==> src/rtl/midi_pkg.sv <==
// Shared types and constants for the MIDI receiver: UART and parser state
// encodings, status-nibble constants and two small helpers.
package midi_pkg;

  typedef enum logic [1:0] {
    IDLE,
    START,
    DATA,
    STOP
  } uart_state_e;

  typedef enum logic [1:0] {
    P_IDLE,
    P_DATA1,
    P_DATA2
  } parser_state_e;

  localparam logic [3:0] STATUS_NOTE_OFF       = 4'h8;
  localparam logic [3:0] STATUS_NOTE_ON        = 4'h9;
  localparam logic [3:0] STATUS_PROG_CHANGE    = 4'hC;
  localparam logic [3:0] STATUS_CHAN_PRESSURE  = 4'hD;
  localparam logic [3:0] STATUS_SYSTEM         = 4'hF;
  localparam logic [7:0] RT_MIN                = 8'hF8;

  // Program Change and Channel Pressure carry a single data byte.
  function automatic logic is_one_data_msg(input logic [7:0] status);
    return (status[7:4] == STATUS_PROG_CHANGE) || (status[7:4] == STATUS_CHAN_PRESSURE);
  endfunction

  // Stretch 7-bit velocity to 8 bits so 127 maps to full scale 0xFF.
  function automatic logic [7:0] vel_to_amp(input logic [6:0] vel);
    return {vel, vel[6]};
  endfunction

endpackage

==> src/rtl/midi_rx_parser_if.sv <==
// Received-byte stream from the UART deserializer to the MIDI parser:
// one-cycle byte strobe with its data, plus a one-cycle framing-error pulse.
interface midi_rx_parser_if;

  logic [7:0] data;
  logic       strobe;
  logic       frame_err;

  modport master (output data, output strobe, output frame_err);
  modport slave  (input  data, input  strobe, input  frame_err);

endinterface

==> src/rtl/midi_uart_rx.sv <==
// 8N1 UART deserializer for the MIDI line: 2-flop synchronizer, start-bit
// glitch rejection at half a bit, centre sampling, byte strobe / frame error.
module midi_uart_rx
  import midi_pkg::*;
#(
  parameter int CLK_FREQ_HZ = 100000000,
  parameter int BAUD        = 31250
) (
  input  logic           clk,
  input  logic           rst_n,
  input  logic           midi_rx_i,
  midi_rx_parser_if.master rx_bus
);

  localparam int DIV   = CLK_FREQ_HZ / BAUD;
  localparam int HALF  = DIV / 2;
  localparam int CNT_W = $clog2(DIV + 1);
  localparam logic [CNT_W-1:0] LAST_BIT  = CNT_W'(DIV - 1);
  localparam logic [CNT_W-1:0] LAST_HALF = CNT_W'(HALF - 1);

  logic [1:0]       sync_q;
  logic             rx_prev_q;
  logic             rx_s;

  uart_state_e      state_q, state_d;
  logic [CNT_W-1:0] cnt_q, cnt_d;
  logic [2:0]       bit_q, bit_d;
  logic [7:0]       shift_q, shift_d;
  logic [7:0]       data_q, data_d;
  logic             strobe_q, strobe_d;
  logic             ferr_q, ferr_d;

  assign rx_s = sync_q[1];

  // Synchronizer resets to the idle (high) line level so reset release never
  // looks like a start bit on its own.
  // NOTE: every flop is written with <= so all registers update together on the edge.
  always_ff @(posedge clk or negedge rst_n) begin
    if (!rst_n) begin
      sync_q    <= 2'b11;
      rx_prev_q <= 1'b1;
    end else begin
      sync_q    <= {sync_q[0], midi_rx_i};
      rx_prev_q <= rx_s;
    end
  end

  always_ff @(posedge clk or negedge rst_n) begin
    if (!rst_n) begin
      state_q  <= IDLE;
      cnt_q    <= '0;
      bit_q    <= '0;
      shift_q  <= '0;
      data_q   <= '0;
      strobe_q <= 1'b0;
      ferr_q   <= 1'b0;
    end else begin
      state_q  <= state_d;
      cnt_q    <= cnt_d;
      bit_q    <= bit_d;
      shift_q  <= shift_d;
      data_q   <= data_d;
      strobe_q <= strobe_d;
      ferr_q   <= ferr_d;
    end
  end

  always_comb begin
    // NOTE: defaults first so no path through the case leaves a signal unassigned (no latches).
    state_d  = state_q;
    cnt_d    = cnt_q;
    bit_d    = bit_q;
    shift_d  = shift_q;
    data_d   = data_q;
    strobe_d = 1'b0;
    ferr_d   = 1'b0;

    case (state_q)
      IDLE: begin
        cnt_d = '0;
        if (rx_prev_q && !rx_s) state_d = START;
      end
      START: begin
        if (cnt_q == LAST_HALF) begin
          cnt_d   = '0;
          bit_d   = '0;
          // Line back high at mid start bit: a glitch, not a frame.
          state_d = rx_s ? IDLE : DATA;
        end else begin
          cnt_d = cnt_q + 1'b1;
        end
      end
      DATA: begin
        if (cnt_q == LAST_BIT) begin
          cnt_d   = '0;
          shift_d = {rx_s, shift_q[7:1]};
          if (bit_q == 3'd7) state_d = STOP;
          else               bit_d   = bit_q + 3'd1;
        end else begin
          cnt_d = cnt_q + 1'b1;
        end
      end
      STOP: begin
        if (cnt_q == LAST_BIT) begin
          cnt_d   = '0;
          state_d = IDLE;
          if (rx_s) begin
            strobe_d = 1'b1;
            data_d   = shift_q;
          end else begin
            ferr_d = 1'b1;
          end
        end else begin
          cnt_d = cnt_q + 1'b1;
        end
      end
      default: state_d = IDLE;
    endcase
  end

  assign rx_bus.data      = data_q;
  assign rx_bus.strobe    = strobe_q;
  assign rx_bus.frame_err = ferr_q;

endmodule

==> src/rtl/midi_rx_parser.sv <==
// MIDI receiver: UART front end plus a Note On/Off parser that tracks one held
// note. Define MIDI_RUNNING_STATUS_EN to keep the status byte between messages.
module midi_rx_parser
  import midi_pkg::*;
#(
  parameter int CLK_FREQ_HZ = 100000000,
  parameter int BAUD        = 31250
) (
  input  logic       clk,
  input  logic       rst_n,
  input  logic       midi_rx,
  input  logic [3:0] channel,
  output logic [7:0] midi_data,
  output logic       midi_valid,
  output logic [7:0] amplitude,
  output logic       frame_err
);

`ifdef MIDI_RUNNING_STATUS_EN
  localparam bit KEEP_STATUS = 1'b1;
`else
  localparam bit KEEP_STATUS = 1'b0;
`endif

  midi_rx_parser_if bus ();

  midi_uart_rx #(
    .CLK_FREQ_HZ (CLK_FREQ_HZ),
    .BAUD        (BAUD)
  ) u_uart (
    .clk       (clk),
    .rst_n     (rst_n),
    .midi_rx_i (midi_rx),
    .rx_bus    (bus)
  );

  parser_state_e pstate_q, pstate_d;
  logic [7:0]    status_q, status_d;
  logic [7:0]    note_q, note_d;
  logic [7:0]    data_q, data_d;
  logic [7:0]    amp_q, amp_d;
  logic          valid_q, valid_d;
  logic          msg_done;
  logic          chan_match;

  always_ff @(posedge clk or negedge rst_n) begin
    if (!rst_n) begin
      pstate_q <= P_IDLE;
      status_q <= '0;
      note_q   <= '0;
      data_q   <= '0;
      amp_q    <= '0;
      valid_q  <= 1'b0;
    end else begin
      pstate_q <= pstate_d;
      status_q <= status_d;
      note_q   <= note_d;
      data_q   <= data_d;
      amp_q    <= amp_d;
      valid_q  <= valid_d;
    end
  end

  // Channel is compared live, so a mid-message change applies at completion.
  assign chan_match = (status_q[3:0] == channel);

  always_comb begin
    pstate_d = pstate_q;
    status_d = status_q;
    note_d   = note_q;
    data_d   = data_q;
    amp_d    = amp_q;
    valid_d  = valid_q;
    msg_done = 1'b0;

    if (bus.frame_err) begin
      pstate_d = P_IDLE;
      status_d = '0;
    end else if (bus.strobe && (bus.data < RT_MIN)) begin
      if (bus.data[7:4] == STATUS_SYSTEM) begin
        pstate_d = P_IDLE;
        status_d = '0;
      end else if (bus.data[7]) begin
        pstate_d = P_DATA1;
        status_d = bus.data;
      end else begin
        case (pstate_q)
          P_DATA1: begin
            note_d = bus.data;
            if (is_one_data_msg(status_q)) msg_done = 1'b1;
            else                           pstate_d = P_DATA2;
          end
          P_DATA2: begin
            msg_done = 1'b1;
            if ((status_q[7:4] == STATUS_NOTE_ON) && chan_match && (bus.data != 8'h00)) begin
              data_d  = note_q;
              amp_d   = vel_to_amp(bus.data[6:0]);
              valid_d = 1'b1;
            end else if (chan_match && (note_q == data_q) &&
                         ((status_q[7:4] == STATUS_NOTE_OFF) || (status_q[7:4] == STATUS_NOTE_ON))) begin
              // Note Off, or Note On with velocity 0, for the held note.
              valid_d = 1'b0;
            end
          end
          default: ;
        endcase
      end
    end

    if (msg_done) begin
      if (KEEP_STATUS) begin
        pstate_d = P_DATA1;
      end else begin
        pstate_d = P_IDLE;
        status_d = '0;
      end
    end
  end

  assign midi_data  = data_q;
  assign amplitude  = amp_q;
  assign midi_valid = valid_q;
  assign frame_err  = bus.frame_err;

endmodule

==> config.mk <==
export PLATFORM = sky130hd
export DESIGN_NAME = midi_rx_parser
export DESIGN_NICKNAME = d
export VERILOG_FILES = /design/src/rtl/midi_pkg.sv /design/src/rtl/midi_rx_parser_if.sv /design/src/rtl/midi_uart_rx.sv /design/src/rtl/midi_rx_parser.sv
export SDC_FILE = /design/constraint.sdc
export NUM_CORES = 1
export LEC_CHECK = 0
export ABC_AREA = 1
export CORE_UTILIZATION = 58
export DETAILED_ROUTE_END_ITERATION = 8
export PLACE_DENSITY = 0.85
export SETUP_SLACK_MARGIN = 0.02
export SYNTH_ARGS = -nofsm -noshare
export SYNTH_HDL_FRONTEND = slang
export SYNTH_SLANG_ARGS = --single-unit
export TNS_END_PERCENT = 1
==> constraint.sdc <==
create_clock -name clk -period 1.9 [get_ports clk]
set_clock_uncertainty 0.05 [all_clocks]
set_input_delay 0.38 -clock clk [delete_from_list [all_inputs] [get_ports clk]]
set_output_delay 0.38 -clock clk [all_outputs]
set_load 0.02 [all_outputs]
Word-level counts from Yosys, hierarchy flattened
Index checks and enable logic that the tools add are counted.

Multiplexer cells: 40. Add/subtract/negate cells: 2. Reductions and logical operators: 26. Bitwise logic cells: 3. Order comparisons: 1. Equal/unequal tests: 22.

Operators by type and width (count): two-way mux 8 bit (5); one-hot mux 12 bit (3 select lines) (1); two-way mux 2 bit (13); two-way mux 12 bit (2); equality test 4 bit (second input constant) (5); two-way mux 1 bit (13); adder 12 x 1 -> 12 bit (second input constant) (1); equality test 12 x 11 -> 1 bit (second input constant) (1); equality test 12 bit (second input constant) (1); AND reduction 6 bit (2); != test 2 x 1 -> 1 bit (second input constant) (5); AND reduction 5 bit (2); two-way mux 3 bit (3); less-than comparator 8 bit (second input constant) (1); one-hot mux 2 bit (4 select lines) (1); nonzero test 8 bit (1); equality test 7 bit (1); equality test 2 bit (second input constant) (3); logical AND 1 bit (6); one-hot mux 3 bit (2 select lines) (1); AND reduction 3 bit (2); != test 5 x 3 -> 1 bit (second input constant) (1); nonzero test 5 bit (1); equality test 2 x 1 -> 1 bit (second input constant) (2); other kinds (15) (20).

Output and inout port bits: 18. Logic and storage cells: 109. Register bits after elaboration: 71.

Depth between registers and ports, before layout
Gate-level depths: netlist of the first run.

Word-level depth: 10. Mapped depth: 11. Mapped depth without buffers: 11.

Cells and area by module
From an unflattened synthesis of the first run, not the netlist that was laid out.

Cells, all modules: 370. Area total of the unflattened synthesis: 3370.7 sq um.

Modules (own cells, without submodules): midi_uart_rx (area an instance 1779.2 sq um, cells each 191, times used 1, seq. area each 954.7 sq um); midi_rx_parser (area an instance 1591.5 sq um, cells each 179, times used 1, seq. area each 800.8 sq um).

Worst setup path after synthesis of the first run
Ideal clock, no wire load.

Path kind: register to register. Start point: register u_uart.cnt_q[0]. End point: register u_uart.data_q[1], in the netlist u_uart.rx_bus.data[1]. Period minus slack after synthesis: 1554 ps. Slack: 346 ps. Setup time: 117 ps. Stages on the path, launching flop included: 10. Data arrival time: 1387 ps. Cells stage by stage: dfrtp_1 > ha_1 > nand3_2 > nor3_4 > nand2_2 > nor2_2 > nand2_2 > buf_6 > nand2_2 > o21ai_2.

Longest elaborated chain between the ends: 2.

Ends and longest elaborated chain: start, declared (line midi_uart_rx.sv:26) `logic [CNT_W-1:0] cnt_q, cnt_d;`; start signal, assigned (line midi_uart_rx.sv:59) `cnt_q <= cnt_d;`; equality test 12 bit (line midi_uart_rx.sv:104) `if (cnt_q == LAST_BIT) begin`; AND reduction 3 bit (no line); end signal, assigned (line midi_uart_rx.sv:62) `data_q <= data_d;`; end, declared (line midi_uart_rx.sv:29) `logic [7:0] data_q, data_d;`.

Every way passes these cells. A chain may end at the register's enable or synchronous reset.

Worst setup path in the final report of the first run
Start point: register data_q[6], in the netlist midi_data[6]. End point: output midi_data[6].

RTL lines: start, declared (line midi_rx_parser.sv:40) `logic [7:0] data_q, data_d;`; start signal, assigned (line midi_rx_parser.sv:58) `data_q <= data_d;`; end, declared (line midi_rx_parser.sv:13) `output logic [7:0] midi_data,`.

No word-level cell between the ends.

==> results of run 1 <==
-- how the worst max path moves through the flow --
stage / from / to / slack [ps] / depth (start not counted)
2_1_floorplan: u_uart.cnt_q[0] / u_uart.rx_bus.data[1] / 350 / 9
3_3_place_gp: channel[3] / midi_data[5] / 40 / 8
3_5_place_dp: channel[3] / midi_data[4] / -30 / 8
4_1_cts: u_uart.rx_bus.frame_err / frame_err / 40 / 1
5_1_grt: u_uart.cnt_q[0] / u_uart.cnt_q[11] / 4 / 8
6_report: midi_data[6] / midi_data[6] / 90 / 1
-- metal layers --
metal / up-vias / global-route usage
met3: 9 / 0.0464
met2: 54 / 0.397
met5: - / 0
met1: 1232 / 0.292
li1: 1252 / -
met4: 0 / 0.125
-- synth_stat cells --
master,count,area share
nand4_1,3,0.0057
nor3_1,7,0.011
nand2_2,4,0.0076
and3_1,1,0.0019
o21a_1,1,0.0023
o21bai_1,1,0.0023
clkbuf_2,1,0.0015
ha_1,5,0.019
nand2_1,106,0.12
nor3_4,2,0.0099
nand3_2,1,0.0031
o21ai_0,38,0.058
xnor2_1,4,0.011
dfrtp_1,67,0.51
nand3_1,11,0.017
nor2_2,2,0.0038
o21ai_1,1,0.0015
nor3b_1,2,0.0046
dfstp_2,3,0.024
inv_1,50,0.057
buf_6,4,0.014
clkbuf_1,1,0.0011
conb_1,1,0.0011
buf_2,1,0.0015
a21oi_1,11,0.017
nand3b_1,1,0.0023
nor4_1,1,0.0019
a21boi_0,1,0.0023
o21ai_2,8,0.021
xor2_1,10,0.027
nor2_1,29,0.033
buf_4,2,0.0046
-- state kept, by name (all words and copies together), names as in the netlist, named ones only --
register,flops
u_uart.shift_q,8
u_uart.rx_bus.strobe,1
status_q,8
u_uart.rx_bus.frame_err,1
u_uart.sync_q,2
midi_valid,1
u_uart.cnt_q,12
u_uart.rx_bus.data,8
u_uart.state_q,1
midi_data,7
pstate_q,2
u_uart.bit_q,3
note_q,7
amplitude,7
u_uart.rx_prev_q,1
-- power groups by stage --
| stage | Sequential (mW) | Combinational [mW] | Clock, mW |
|---|---|---|---|
| final | 1.64 | 0.439 | 1.60 |
| after global placement | 1.66 | 0.406 | 0 |
| after detailed placement | 1.67 | 0.431 | 0 |
| after CTS | 1.64 | 0.434 | 1.62 |
| after global routing | 1.65 | 0.502 | 1.69 |
| after floorplan | 1.63 | 0.336 | 0 |
-- timing repair --
item,in CTS,in global routing
endpoints found under the hold margin,0,0
resized for setup,0,7
setup buffers,0,0
endpoints found under the setup margin,0,27
-- per-stage QoR --
stage	setup TNS [ps]	utilization	area, um2
2_1_floorplan	0	-	3280
3_3_place_gp	0	0.650	3560
3_5_place_dp	-233	0.650	3560
4_1_cts	0	0.699	3820
5_1_grt	0	0.703	3840
6_report	0	0.703	3840
-- logic make-up after synthesis --
kind of cell	share of synthesized area
flops	0.535
compound gates	0.105
fa+ha+maj	0.0191
xor+xnor	0.0374
simple gates	0.223
buf+inv	0.0797
other cells	0.00114
-- layout make-up --
class | instances | area, um2 | area share
Clock buffer | 9 | 124 | 0.0322
Clock inverter | 7 | 145 | 0.0377
Inverter | 50 | 188 | 0.0488
Multi-Input combinational cell | 251 | 1280 | 0.333
Sequential cell | 70 | 1760 | 0.457
Tap cell | 72 | 90.1 | 0.0234
Timing Repair Buffer | 26 | 263 | 0.0683
==> run_results.csv, run 1 <==
group,metric,value,unit
grt,grt.overflow.total,0,
drt,met2_length,3240,um
finish,n_antenna_cell,0,
run_status,status,"finished, violations left",
power_and_ir_drop,swShare,0.264,
worst_setup_path,worstPathCellList,"clkdlybuf4s50_1",
power_and_ir_drop,power_switching,971,uW
floorplanning,num_io_pins,25,
yosys,syn_area,3280,um2
yosys,yosys_warnings,0,
worst_setup_path,cp_slowest_cell,"clkdlybuf4s50_1",
drt,drtAntennaViolNets,0,
finish,final_cells,485,
worst_setup_path,r2r_end,"u_uart.rx_bus.data[5]",
floorplanning,die-area,5960,um2
grt,first_global_vias,2420,
power_and_ir_drop,power,3.68,mW
power_and_ir_drop,ir_drop,0.935,mV
drt,wl_met3,196,um
grt,grt_pass1_wl,10900,um
finish,fillers,399,
yosys,ys_types,32,
sta,finalSetupViolCount,0,
placed_design,dp_slack,-34.6,ps
grt,antenna_found_initial,0,
sta,period_share,0.951,
cts,hold_buffers,0,
floorplanning,fp-row-count,27,
power_and_ir_drop,clock_power_share,0.435,
grt,grt_max_degree,71,
drt,routedLengthMet1,2860,um
sta,holdWs,-0.697,ps
worst_setup_path,max_stage_delay,630,ps
worst_setup_path,worst_setup_path_end_kind,"output port",
drt,vias,2547,
worst_setup_path,r2r-start,"u_uart.cnt_q[0]",
power_and_ir_drop,seqPwrFrac,0.446,
drt,top_layer,"met4",
finish,nets,420,
worst_setup_path,worstPathRequired,1470,ps
floorplanning,dieHeight,77.2,um
cts,cts_tree,"yes",
sta,rsz0062_at_grt,"no",
yosys,synth_seq_cells,70,
worst_setup_path,worstPathMaxFanout,3,
power_and_ir_drop,p_per_area,958,nW/um2
grt,grt_usage,0.238,
cts,cts_buffers,9,
min_path,min_path_type,"input port to asynchronous set/reset pin",
yosys,syn_area_per_cell,8.63,um2
run_status,violations,"hold timing",
cts,clk_path_buf_depth,2,
sta,fin_crit,1810,ps
floorplanning,core,5470,um2
placed_design,place.gp.congestion,0.854,
sta,worst_slack,93.0,ps
worst_setup_path,r2r_slack,170,ps
drt,routed_via_density,5.25,
cts,cts.sinks,70,
drt,drc,0,
cts,cts_root_buf,"clkbuf_8",
worst_setup_path,crit_type,"flip-flop to output port",
cts,h-tree-depth,3,
worst_setup_path,rr_worst_depth,8,
power_and_ir_drop,comb_power_share,0.119,
sta,fmax,0.553,GHz
worst_setup_path,crit_family,"buffers and inverters",
job,cap_violations,0,
placed_design,portBuffers,23,
sta,slew_violations,0,
floorplanning,die_w,77.2,um
cts,clkLatencyLatePin,350,ps
worst_setup_path,arrival,1380,ps
drt,first_iter_violations,161,
power_and_ir_drop,intPower,2.71,mW
drt,wl,6400,um
yosys,seq_area_frac_synth,0.535,
drt,dr.pass1.iters,4,
sta,hold_viol,4,
finish,area_growth,17.2,%
finish,drive_gt1_frac,0.109,
cts,clkTransAtPathRegs,90,ps
worst_setup_path,path_buf_inv,1,
finish,final_cell_mix,"105 x nand2_1, 67 x dfrtp_1, 50 x inv_1",
worst_setup_path,startpoint_type,"flip-flop",
floorplanning,start_util,0.599,
drt,wl_per_cell,13.2,um
yosys,syn_nets,392,
finish,mostFrequentLayoutCell,"nand2_1",
placed_design,hpwl,4290,um
placed_design,placedCellCount,469,
yosys,synthCells,380,
power_and_ir_drop,p_leak,1.83,nW
No activity file was read; power rests on OpenSTA's default activity.
==> run 2: changes to the inputs <==
CORE_MARGIN = 1   (was not set)
==> results of run 2 <==
Final layout, timing and power as in run 1 (identical DEF).
==> run 3: changes to the inputs <==
RECOVER_POWER = 25   (was not set)
==> run_results.csv, run 3 (synthesized netlist as in run 1, its figures left out) <==
group,metric,value,unit
run_status,status,"finished, final reports clean",
grt,grt_max_degree,71,
drt,drc,0,
min_path,min_path_type,"flip-flop to flip-flop",
finish,nets,420,
sta,worst_pin_slew,1470,ps
floorplanning,fp-row-count,27,
finish,area_growth,16.8,%
cts,clkLatencyLatePin,350,ps
worst_setup_path,crit_family,"buffers and inverters",
finish,largest_reg_flops,12,
worst_setup_path,cp-endpoint,"midi_data[6]",
drt,wl,6400,um
finish,final_util,0.700,
drt,routed_via_density,5.25,
sta,rsz0062_at_grt,"no",
min_path,hp-start,"u_uart.sync_q[0]",
finish,mostFrequentLayoutCell,"nand2_1",
floorplanning,core,5470,um2
cts,cts_buffers,9,
power_and_ir_drop,p_leak,1.82,nW
floorplanning,die_w,77.2,um
grt,antenna_found_initial,0,
cts,h-tree-depth,3,
finish,final_cells,485,
finish,final_cell_mix,"105 x nand2_1, 67 x dfrtp_1, 50 x inv_1",
drt,first_iter_violations,161,
grt,grt_use_met1,0.292,
sta,period_share,0.951,
sta,hold_viol,0,
floorplanning,dieHeight,77.2,um
worst_setup_path,crit_start,"midi_data[6]",
job,cap_violations,0,
worst_setup_path,worstPathCellList,"clkdlybuf4s50_1",
worst_setup_path,max_stage_delay,630,ps
grt,use_met3,0.0464,
sta,finalSetupViolCount,0,
cts,hold_buffers,0,
finish,regMostFlops,"u_uart.cnt_q",
cts,clk_path_buf_depth,2,
drt,drtAntennaViolNets,0,
placed_design,portBuffers,23,
cts,cts_tree,"yes",
worst_setup_path,cp_slowest_cell,"clkdlybuf4s50_1",
floorplanning,start_util,0.599,
power_and_ir_drop,power,3.68,mW
grt,first_global_vias,2420,
finish,finalInstanceArea,3830,um2
grt,top_usage_layer,"met2",
drt,dr.pass1.iters,4,
grt,grt_pass1_wl,10900,um
worst_setup_path,r2r-start,"u_uart.cnt_q[0]",
cts,clkTransAtPathRegs,80,ps
worst_setup_path,startpoint_type,"flip-flop",
grt,grt_usage,0.238,
power_and_ir_drop,ir_drop,0.935,mV
grt,gr-usage-met2,0.397,
sta,fin_setup_tns,0,ps
worst_setup_path,r2r_slack,170,ps
finish,drive_gt1_frac,0.109,
cts,post_cts_buffers,0,
floorplanning,die-area,5960,um2
sta,slew_headroom,0.0183,
grt,grt.overflow.total,0,
sta,fin_crit,1810,ps
drt,vias,2546,
worst_setup_path,worstPathRequired,1470,ps
finish,n_antenna_cell,0,
placed_design,place.gp.congestion,0.854,
floorplanning,num_io_pins,25,
sta,slew_violations,0,
worst_setup_path,worstSetupPathDepth,1,
cts,cts.sinks,70,
worst_setup_path,worst_setup_path_end_kind,"output port",
sta,fmax,0.553,GHz
placed_design,placed_cell_area,3560,um2
placed_design,placedCellCount,469,
worst_setup_path,crit_type,"flip-flop to output port",
placed_design,hpwl,4290,um
drt,wl_per_cell,13.2,um
worst_setup_path,worstPathMaxFanout,3,
cts,cts_root_buf,"clkbuf_8",
power_and_ir_drop,p_per_area,961,nW/um2
worst_setup_path,path_buf_inv,1,
worst_setup_path,rr_worst_depth,8,
worst_setup_path,r2r_end,"u_uart.rx_bus.data[5]",
worst_setup_path,arrival,1380,ps
run 3: changes by cell type in the layout (fill, tap and decap cells not counted):
| cell | previous run | this run |
|---|---|---|
| buf_12 | 1 | 0 |
| buf_2 | 1 | 2 |
run 3: stage by stage:
step	setup WS [ps]	hold slack [ps]
after floorplan	346	34.4
after global placement	39.5	298
after global routing	4.37	322
final	93.0	322
after CTS	39.4	0.735
after detailed placement	-34.6	306
run 3: area by class of cell:
cell class / instances / area (um2)
sequential: 70 / 1760
fill: 401 / 1640
multi-input combinational: 251 / 1280
timing repair buffer: 26 / 248
inverter: 50 / 188
clock inverter: 7 / 145
clock buffer: 9 / 124
tap: 72 / 90.1
run 3: worst min path at each step:
stage                            endpoint  slack, ps  depth (start not counted)
6_report                 u_uart.sync_q[1]        320                          0
5_1_grt                  u_uart.sync_q[1]        320                          0
4_1_cts                      midi_data[0]        0.7                          2
3_5_place_dp             u_uart.sync_q[1]        310                          0
3_3_place_gp             u_uart.sync_q[1]        300                          0
2_1_floorplan  asynchronous set/reset pin         30                          0
run 3: repair_timing:
item,CTS,global route
hold endpoints to repair,0,0
setup endpoints to repair,0,27
gates resized for setup,0,7
run 3: routing by layer:
metal | up-vias | wire length, um | part of all wire
met5 | - | 0 | 0
met4 | 0 | 108 | 0.017
met3 | 9 | 195 | 0.030
met2 | 54 | 3240 | 0.51
met1 | 1231 | 2860 | 0.45
li1 | 1252 | - | -
run 3: power breakdown:
part	leakage (nW)	internal, mW	total [mW]	switching [mW]
sequential	0.961	1.56	1.64	0.0803
clock	0.130	1.01	1.60	0.592
combinational	0.730	0.136	0.435	0.299
